==> src/rtl/axi4_stream_initiator_arbiter.sv <==
// Packet-granular round-robin arbiter that merges NumInitiators AXI4-Stream sources onto one
// registered master port with full tready backpressure.
module axi4_stream_initiator_arbiter #(
  parameter int unsigned NumInitiators = 4,
  parameter int unsigned TDataWidth    = 32,
  parameter int unsigned TIdWidth      = 8,
  parameter int unsigned TDestWidth    = 8
) (
  input  logic                               clk_axis_i,
  input  logic                               rst_axis_i,
  input  logic [NumInitiators-1:0]           s_axis_tvalid_i,
  output logic [NumInitiators-1:0]           s_axis_tready_o,
  input  logic [NumInitiators*TDataWidth-1:0] s_axis_tdata_i,
  input  logic [NumInitiators-1:0]           s_axis_tlast_i,
  input  logic [NumInitiators*TIdWidth-1:0]   s_axis_tid_i,
  input  logic [NumInitiators*TDestWidth-1:0] s_axis_tdest_i,
  output logic                               m_axis_tvalid_o,
  input  logic                               m_axis_tready_i,
  output logic [TDataWidth-1:0]              m_axis_tdata_o,
  output logic                               m_axis_tlast_o,
  output logic [TIdWidth-1:0]                m_axis_tid_o,
  output logic [TDestWidth-1:0]              m_axis_tdest_o,
  output logic [NumInitiators-1:0]           grant_o,
  output logic                               busy_o
);

  localparam int unsigned IdxW = $clog2(NumInitiators);
  localparam logic [NumInitiators-1:0] OneHot0 = NumInitiators'(1);

  typedef enum logic [0:0] {StIdle, StBusy} state_e;

  state_e                   state_q;
  logic [NumInitiators-1:0] grant_q;
  // Holds the granted index while busy and the round-robin pointer while idle.
  logic [IdxW-1:0]          last_q;
  logic                     m_valid_q, m_last_q;
  logic [TDataWidth-1:0]    m_data_q;
  logic [TIdWidth-1:0]      m_id_q;
  logic [TDestWidth-1:0]    m_dest_q;

  logic [IdxW-1:0]          sel_idx, scan_idx;
  logic                     req_found, out_free, beat_acc;
  logic [TDataWidth-1:0]    g_data;
  logic                     g_last;
  logic [TIdWidth-1:0]      g_id;
  logic [TDestWidth-1:0]    g_dest;

  // First requester strictly after last_q, wrapping.
  always_comb begin
    sel_idx   = '0;
    scan_idx  = '0;
    req_found = 1'b0;
    for (int unsigned i = 1; i <= NumInitiators; i++) begin
      scan_idx = IdxW'((32'(last_q) + i) % NumInitiators);
      if (!req_found && s_axis_tvalid_i[scan_idx]) begin
        req_found = 1'b1;
        sel_idx   = scan_idx;
      end
    end
  end

  assign g_data = s_axis_tdata_i[32'(last_q)*TDataWidth +: TDataWidth];
  assign g_last = s_axis_tlast_i[last_q];
  assign g_id   = s_axis_tid_i[32'(last_q)*TIdWidth +: TIdWidth];
  assign g_dest = s_axis_tdest_i[32'(last_q)*TDestWidth +: TDestWidth];

  always_comb begin
    out_free        = !m_valid_q || m_axis_tready_i;
    s_axis_tready_o = (state_q == StBusy && out_free) ? grant_q : '0;
    beat_acc        = |(s_axis_tready_o & s_axis_tvalid_i);
  end

  always_ff @(posedge clk_axis_i or posedge rst_axis_i) begin
    if (rst_axis_i) begin
      state_q   <= StIdle;
      grant_q   <= '0;
      last_q    <= IdxW'(NumInitiators - 1);
      m_valid_q <= 1'b0;
      m_last_q  <= 1'b0;
      m_data_q  <= '0;
      m_id_q    <= '0;
      m_dest_q  <= '0;
    end else begin
      if (out_free) begin
        m_valid_q <= beat_acc;
        if (beat_acc) begin
          m_data_q <= g_data;
          m_last_q <= g_last;
          m_id_q   <= g_id;
          m_dest_q <= g_dest;
        end
      end
      unique case (state_q)
        StIdle: begin
          if (req_found) begin
            grant_q <= OneHot0 << sel_idx;
            last_q  <= sel_idx;
            state_q <= StBusy;
          end
        end
        StBusy: begin
          if (beat_acc && g_last) begin
            grant_q <= '0;
            state_q <= StIdle;
          end
        end
        default: state_q <= StIdle;
      endcase
    end
  end

  assign m_axis_tvalid_o = m_valid_q;
  assign m_axis_tdata_o  = m_data_q;
  assign m_axis_tlast_o  = m_last_q;
  assign m_axis_tid_o    = m_id_q;
  assign m_axis_tdest_o  = m_dest_q;
  assign grant_o         = grant_q;
  assign busy_o          = (state_q == StBusy);

endmodule

==> config.mk <==
export PLATFORM = sky130hd
export DESIGN_NAME = axi4_stream_initiator_arbiter
export DESIGN_NICKNAME = d
export VERILOG_FILES = /design/src/rtl/axi4_stream_initiator_arbiter.sv
export SDC_FILE = /design/constraint.sdc
export NUM_CORES = 1
export LEC_CHECK = 0
export BUFFER_PORTS_ARGS = -buffer_cell sky130_fd_sc_hd__buf_2
export CORE_ASPECT_RATIO = 0.9
export CORE_UTILIZATION = 25
export CTS_CLUSTER_DIAMETER = 120
export DETAILED_ROUTE_END_ITERATION = 10
export PLACE_DENSITY_LB_ADDON = 0.08
export SLEW_MARGIN = 5
export SYNTH_ARGS = -nofsm -noshare
export SYNTH_HDL_FRONTEND = slang
export SYNTH_SLANG_ARGS = --single-unit
export TNS_END_PERCENT = 5
==> constraint.sdc <==
create_clock -name clk_axis_i -period 4.4 [get_ports clk_axis_i]
set_input_delay 0.44 -clock clk_axis_i [delete_from_list [all_inputs] [get_ports clk_axis_i]]
set_output_delay 0.44 -clock clk_axis_i [all_outputs]
set_load 0.01 [all_outputs]
==> results.json, run 1 <==
{
  "fill_cells": 1412,
  "postCtsHoldBufs": 0,
  "drtPass1Iterations": 4,
  "grt_usage": 0.146,
  "grt.overflow.total": 0,
  "grt_first_pass_wirelength_um": 16400,
  "clkSlewWorstSetupHoldPaths_ps": 60,
  "min_period_over_period": 0.545,
  "drt_iter0_markers": 119,
  "cts.htree.levels": 3,
  "dp_slack_ps": 1780,
  "rsz0062_at_grt": "false",
  "vdd_drop_max_mv": 0.245,
  "layout_min_cycle_time_ps": 2400,
  "route.detailed.drc": 0,
  "antenna_found_initial": 0,
  "yosys_warnings": 0,
  "ys_ff_latch": 57,
  "synth-edff-count": 0,
  "cp-start-kind": "register",
  "drtAntennaViolNets": 0,
  "synth_fp_nets": 423,
  "arrival_ps": 2630,
  "gp_congestion": 0.710,
  "clock_power_share": 0.226,
  "cts.sinks": 57,
  "syn_area_per_cell_um2": 16.4,
  "numCtsBuffers": 9,
  "synthArstFlopShare": 1.00,
  "leakagePower_nw": 2.65,
  "ys_types": 35,
  "syn_inst": 220,
  "setup_violations": 0,
  "fin_ws_ps": 2000,
  "skew_ps": 7.04,
  "p_sw_frac": 0.335,
  "core_um2": 14100,
  "min_path_type": "input port to async pin",
  "maxSlewViolCount": 0,
  "drive_gt1_frac": 0.728,
  "final_nets": 679,
  "worstSetupEndpointType": "register",
  "critical_path_peak_fanout": 30,
  "fin_worst_hold_slack_ps": 325,
  "ctsResizeCount": 0,
  "mostFrequentLayoutCells": "buf_2, dfrtp_1, mux2_2",
  "io_pins": 262,
  "routed_wl_um": 10700,
  "start_util": 0.257,
  "layoutNonFillerInstCount": 674,
  "critPathRequiredTime_ps": 4630,
  "die_h_um": 116,
  "die_area_um2": 14900,
  "dpl.cell_count": 658,
  "p_per_area_nw_per_um2": 662,
  "clkLatencyLatePin_ps": 320,
  "routedWlPerCell_um": 15.9,
  "grt_max_degree": 58,
  "synthesis.area_um2": 3610,
  "cts_tree": "yes",
  "die_w_um": 129,
  "internal-power_mw": 2.38,
  "finalHoldViolCount": 0,
  "syn2layout_area_growth_pct": 49.6,
  "first_global_vias": 3263,
  "fmax_mhz": 417,
  "seqPwrFrac": 0.307,
  "multiInputGateArea_um2": 2040,
  "setup_tns_ps": 0,
  "status": "completed",
  "register_area_um2": 1430,
  "final_core_util": 0.384,
  "slew_headroom": 0.473,
  "root_buffer": "clkbuf_16",
  "rows": 41,
  "power_frac_comb": 0.467,
  "viasPerCell": 4.58,
  "crit_type": "register to register",
  "diodes": 0,
  "post_cts_buffers": 0,
  "synthFlopType": "dfrtp_1",
  "p_sw_mw": 1.20,
  "design_area_um2": 5400,
  "port_buffers": 261,
  "place_area_um2": 5050,
  "vias": 3086,
  "max_slew.worst_pin.slew_ps": 786,
  "hpwlAfterDp_um": 8190,
  "totalPowerFinal_mw": 3.57,
  "ys_seq_area_frac": 0.396,
  "cts_buffer_depth": 2,
  "final_common_cell": "buf_2",
  "cap_violations": 0
}
## cell families after synthesis
group	share of synthesized area
AOI/OAI and AO/OA	0.0340
DFF	0.396
and+or+nand+nor	0.0423
buffers and inverters	0.0413
muxes	0.486
## worst max-delay path, cell delays in order (launching register included)
cell and delay (ps):
dfrtp_1 400, a22o_1 270, o211ai_4 660, buf_4 500, a21o_1 230, a21boi_0 210
## area by class of cell
class                      count  area share
inverter                       3     0.00209
tap                          193      0.0447
multi-input combinational    141       0.378
clock buffer                  11      0.0450
clock inverter                 5      0.0190
sequential                    57       0.265
timing repair buffer         264       0.246
## path summary, 6_finish.rpt
path | slack, ps | cells after the start | endpoint | startpoint
max | 2000 | 5 | busy_o | grant_o[2]
min | 320 | 3 | m_axis_tdata_o[11] | rst_axis_i
max reg2reg | 2000 | 5 | busy_o | grant_o[2]
min reg2reg | 480 | 1 | m_axis_tdest_o[6] | m_axis_tdest_o[6]
max in group asynchronous | 3590 | 3 | m_axis_tid_o[0] | rst_axis_i
min in group clk_axis_i | 480 | 1 | m_axis_tdest_o[6] | m_axis_tdest_o[6]
## power by group through the flow
stage / registers [mW] / logic, mW / clock network [mW]
2_1_floorplan: 1.06 / 1.22 / 0
3_3_place_gp: 1.12 / 1.70 / 0
3_5_place_dp: 1.12 / 1.71 / 0
4_1_cts: 1.12 / 1.71 / 0.832
5_1_grt: 1.16 / 1.83 / 0.854
6_report: 1.10 / 1.67 / 0.806
## cell usage after synthesis (all sizes together), types with 2 or more instances
cell | count | area [µm²]
buf | 12 | 110
or2 | 2 | 12.5
and3 | 4 | 25.0
a32o | 2 | 20.0
a22o | 2 | 17.5
mux2 | 49 | 552
o2bb2ai | 2 | 17.5
nor2 | 4 | 15.0
dfstp | 2 | 52.6
nand2b | 4 | 25.0
clkbuf | 7 | 27.5
and2 | 2 | 12.5
inv | 3 | 11.3
mux4 | 48 | 1190
nand2 | 7 | 26.3
dfrtp | 55 | 1380
o21ai | 2 | 10.0
## metal layers
metal  up-vias  track usage  wire [µm]
met5         -            0          0
met4         0       0.0541        183
met3        12       0.0416       1060
met2       171        0.277       5500
met1      1480        0.152       3990
li1       1423            -          -
## state kept, by name, indices dropped and copies added (netlist names)
| name | flops |
|---|---|
| busy_o | 1 |
| grant_o | 4 |
| last_q | 2 |
| m_axis_tdata_o | 32 |
| m_axis_tdest_o | 8 |
| m_axis_tid_o | 8 |
| m_axis_tlast_o | 1 |
| m_axis_tvalid_o | 1 |
No activity file was read; power rests on OpenSTA's default activity.
==> inputs of run 2 (changes only) <==
Settings changed: ABC_AREA set to 1.
Clock period 4.4 ns to 2.2 ns, I/O delays scaled along.
==> run 2 against run 1 <==
Net effect:
- wire length increased by 21%
- the flow now finishes with violations (negative hold slack)
- register-to-register slack got worse by 1600 ps
- synthesized cell count increased by 150%
- critical endpoint is now grant_o[2]
- power increased by 100%
- flip-flop and latch count unchanged
==> results.json, run 2 <==
{
  "vias": 4406,
  "rrSetupSlack_ps": 400,
  "ctsResizeCount": 0,
  "synth-compound-area-share": 0.110,
  "grt_max_degree": 51,
  "drtAntennaViolNets": 0,
  "synthArstFlopShare": 1.00,
  "fill_cells": 1532,
  "leakagePower_nw": 3.13,
  "port_buffers": 261,
  "yosys_warnings": 0,
  "synth_fp_nets": 744,
  "reg2reg_to": "grant_o[2]",
  "synth-xor-area-share": 0,
  "fmax_mhz": 554,
  "viasPerCell": 4.46,
  "routed_wl_um": 12900,
  "rsz0062_at_grt": "false",
  "cts.sinks": 57,
  "synth_top_family_by_area": "simple AND/OR/NAND/NOR gates",
  "min_period_over_period": 0.820,
  "synth-edff-count": 0,
  "cts_tree": "yes",
  "p_per_area_nw_per_um2": 1340,
  "syn_area_per_cell_um2": 6.72,
  "maxSlewViolCount": 0,
  "synthFlopType": "dfrtp_1",
  "arrival_ps": 2060,
  "slew_headroom": 0.459,
  "syn2layout_area_growth_pct": 48.9,
  "cp-start-kind": "register",
  "clkLatencyLatePin_ps": 320,
  "cts_buffer_depth": 2,
  "clkSlewWorstSetupHoldPaths_ps": 60,
  "synth-simple-area-share": 0.422,
  "ys_types": 23,
  "setup_tns_ps": 0,
  "synthesis.area_um2": 3630,
  "reg2reg_depth": 9,
  "grt_usage": 0.173,
  "fin_ws_ps": 397,
  "largest_reg_flops": 32,
  "timing.rr.start": "last_q[0]",
  "diodes": 0,
  "worstSetupEndpointType": "register",
  "dp_slack_ps": 347,
  "gp_congestion": 0.831,
  "layout_min_cycle_time_ps": 1800,
  "totalPowerFinal_mw": 7.28,
  "critPathRequiredTime_ps": 2450,
  "drive_gt1_frac": 0.392,
  "status": "finished with violations",
  "skew_ps": 7.40,
  "min_path_type": "input port to async pin",
  "finalHoldViolCount": 9,
  "syn_inst": 541,
  "postCtsHoldBufs": 0,
  "route.detailed.drc": 0,
  "post_cts_buffers": 0,
  "numCtsBuffers": 9,
  "antenna_found_initial": 0,
  "die_w_um": 129,
  "start_util": 0.258,
  "yosysMostFrequentCell": "nand2_1",
  "rows": 41,
  "cts.htree.levels": 3,
  "synth_top_cell_by_area": "dfrtp_1",
  "setup_violations": 0,
  "crit_type": "register to register",
  "violations": "negative hold slack",
  "grt.overflow.total": 0,
  "core_um2": 14100,
  "first_global_vias": 4094,
  "synth_fa_ha_area_frac": 0,
  "fin_worst_hold_slack_ps": -18.8,
  "ys_seq_area_frac": 0.393,
  "routedWlPerCell_um": 13.1,
  "ys_ff_latch": 57,
  "drtPass1Iterations": 4,
  "final_core_util": 0.384,
  "root_buffer": "clkbuf_16",
  "synthTopCellsByArea": "dfrtp_1, nand2_1, a22oi_1",
  "grt_first_pass_wirelength_um": 20200,
  "mostFrequentLayoutCells": "nand2_1, buf_2, nand3_1",
  "die_h_um": 116,
  "synthMuxAreaShare": 0,
  "io_pins": 262,
  "synth_top_area_frac": 0.379,
  "ys_top_cells_by_count": "nand2_1, nand3_1, dfrtp_1",
  "die_area_um2": 15000,
  "vdd_drop_max_mv": 0.676,
  "hpwlAfterDp_um": 10000,
  "final_nets": 994,
  "critical_path_peak_fanout": 24,
  "max_slew.worst_pin.slew_ps": 812,
  "final_common_cell": "nand2_1",
  "drt_iter0_markers": 191,
  "cap_violations": 0
}
[run 2: cell types whose count changed in the layout (fill, tap and decap cells not counted), moves of 7 or more]
cell	previous run	this run
nand2_1	7	290
nand3_1	1	61
a22oi_1	0	48
mux2_2	46	0
mux4_1	30	0
mux4_2	18	0
inv_1	2	17
inv_2	1	10
nand2_2	0	7
[run 2: logic make-up after synthesis]
family	Yosys count
compound gates	53
buf+inv	58
flops	57
simple gates	373
[run 2: power breakdown]
part	switching, mW	internal, mW	total, mW
Combinational	2.58	1.50	4.08
Sequential	0.293	1.54	1.84
Clock	0.484	0.872	1.36
Total	3.36	3.92	7.28
[run 2: routing by layer]
layer	track usage	wire, µm	vias to the layer above
met1	0.208	5640	1989
met2	0.309	6360	164
li1	-	-	2246
met3	0.0440	842	7
met4	0.0408	100	0
met5	0	0	-
[run 2: worst max-delay path, stage by stage (launching register included)]
cell and delay, ps:
dfstp_2 670, inv_2 130, nand2_2 110, inv_2 40
buf_4 210, a22oi_2 170, nand3_1 100, nand2_2 160
nand3_1 90, nand2_1 70
[run 2: final cells by class]
class / count / area, µm² / area share
clock buffer: 9 / 225 / 0.0416
timing repair buffer: 270 / 1410 / 0.261
inverter: 27 / 101 / 0.0187
multi-input combinational: 426 / 1930 / 0.357
sequential: 57 / 1430 / 0.264
clock inverter: 7 / 71.3 / 0.0132
tap: 193 / 241 / 0.0446
[run 2: metrics by stage]
step | cell area (µm²) | hold slack [ps] | instances
floorplan | 3630 | 387 | 541
global placement | 5120 | 350 | 973
detailed placement | 5120 | 351 | 973
CTS | 5410 | 9.81 | 989
global route | 5410 | 47.3 | 989
finish | 5410 | -18.8 | 989
[run 2: worst max path at each step]
stage	slack, ps	end	start
3_3_place_gp	400	m_axis_tid_o[6]	busy_o
2_1_floorplan	580	busy_o	rst_axis_i
4_1_cts	340	m_axis_tdata_o[31]	busy_o
6_report	400	grant_o[2]	last_q[0]
3_5_place_dp	350	m_axis_tdata_o[31]	busy_o
5_1_grt	160	m_axis_tdata_o[30]	busy_o
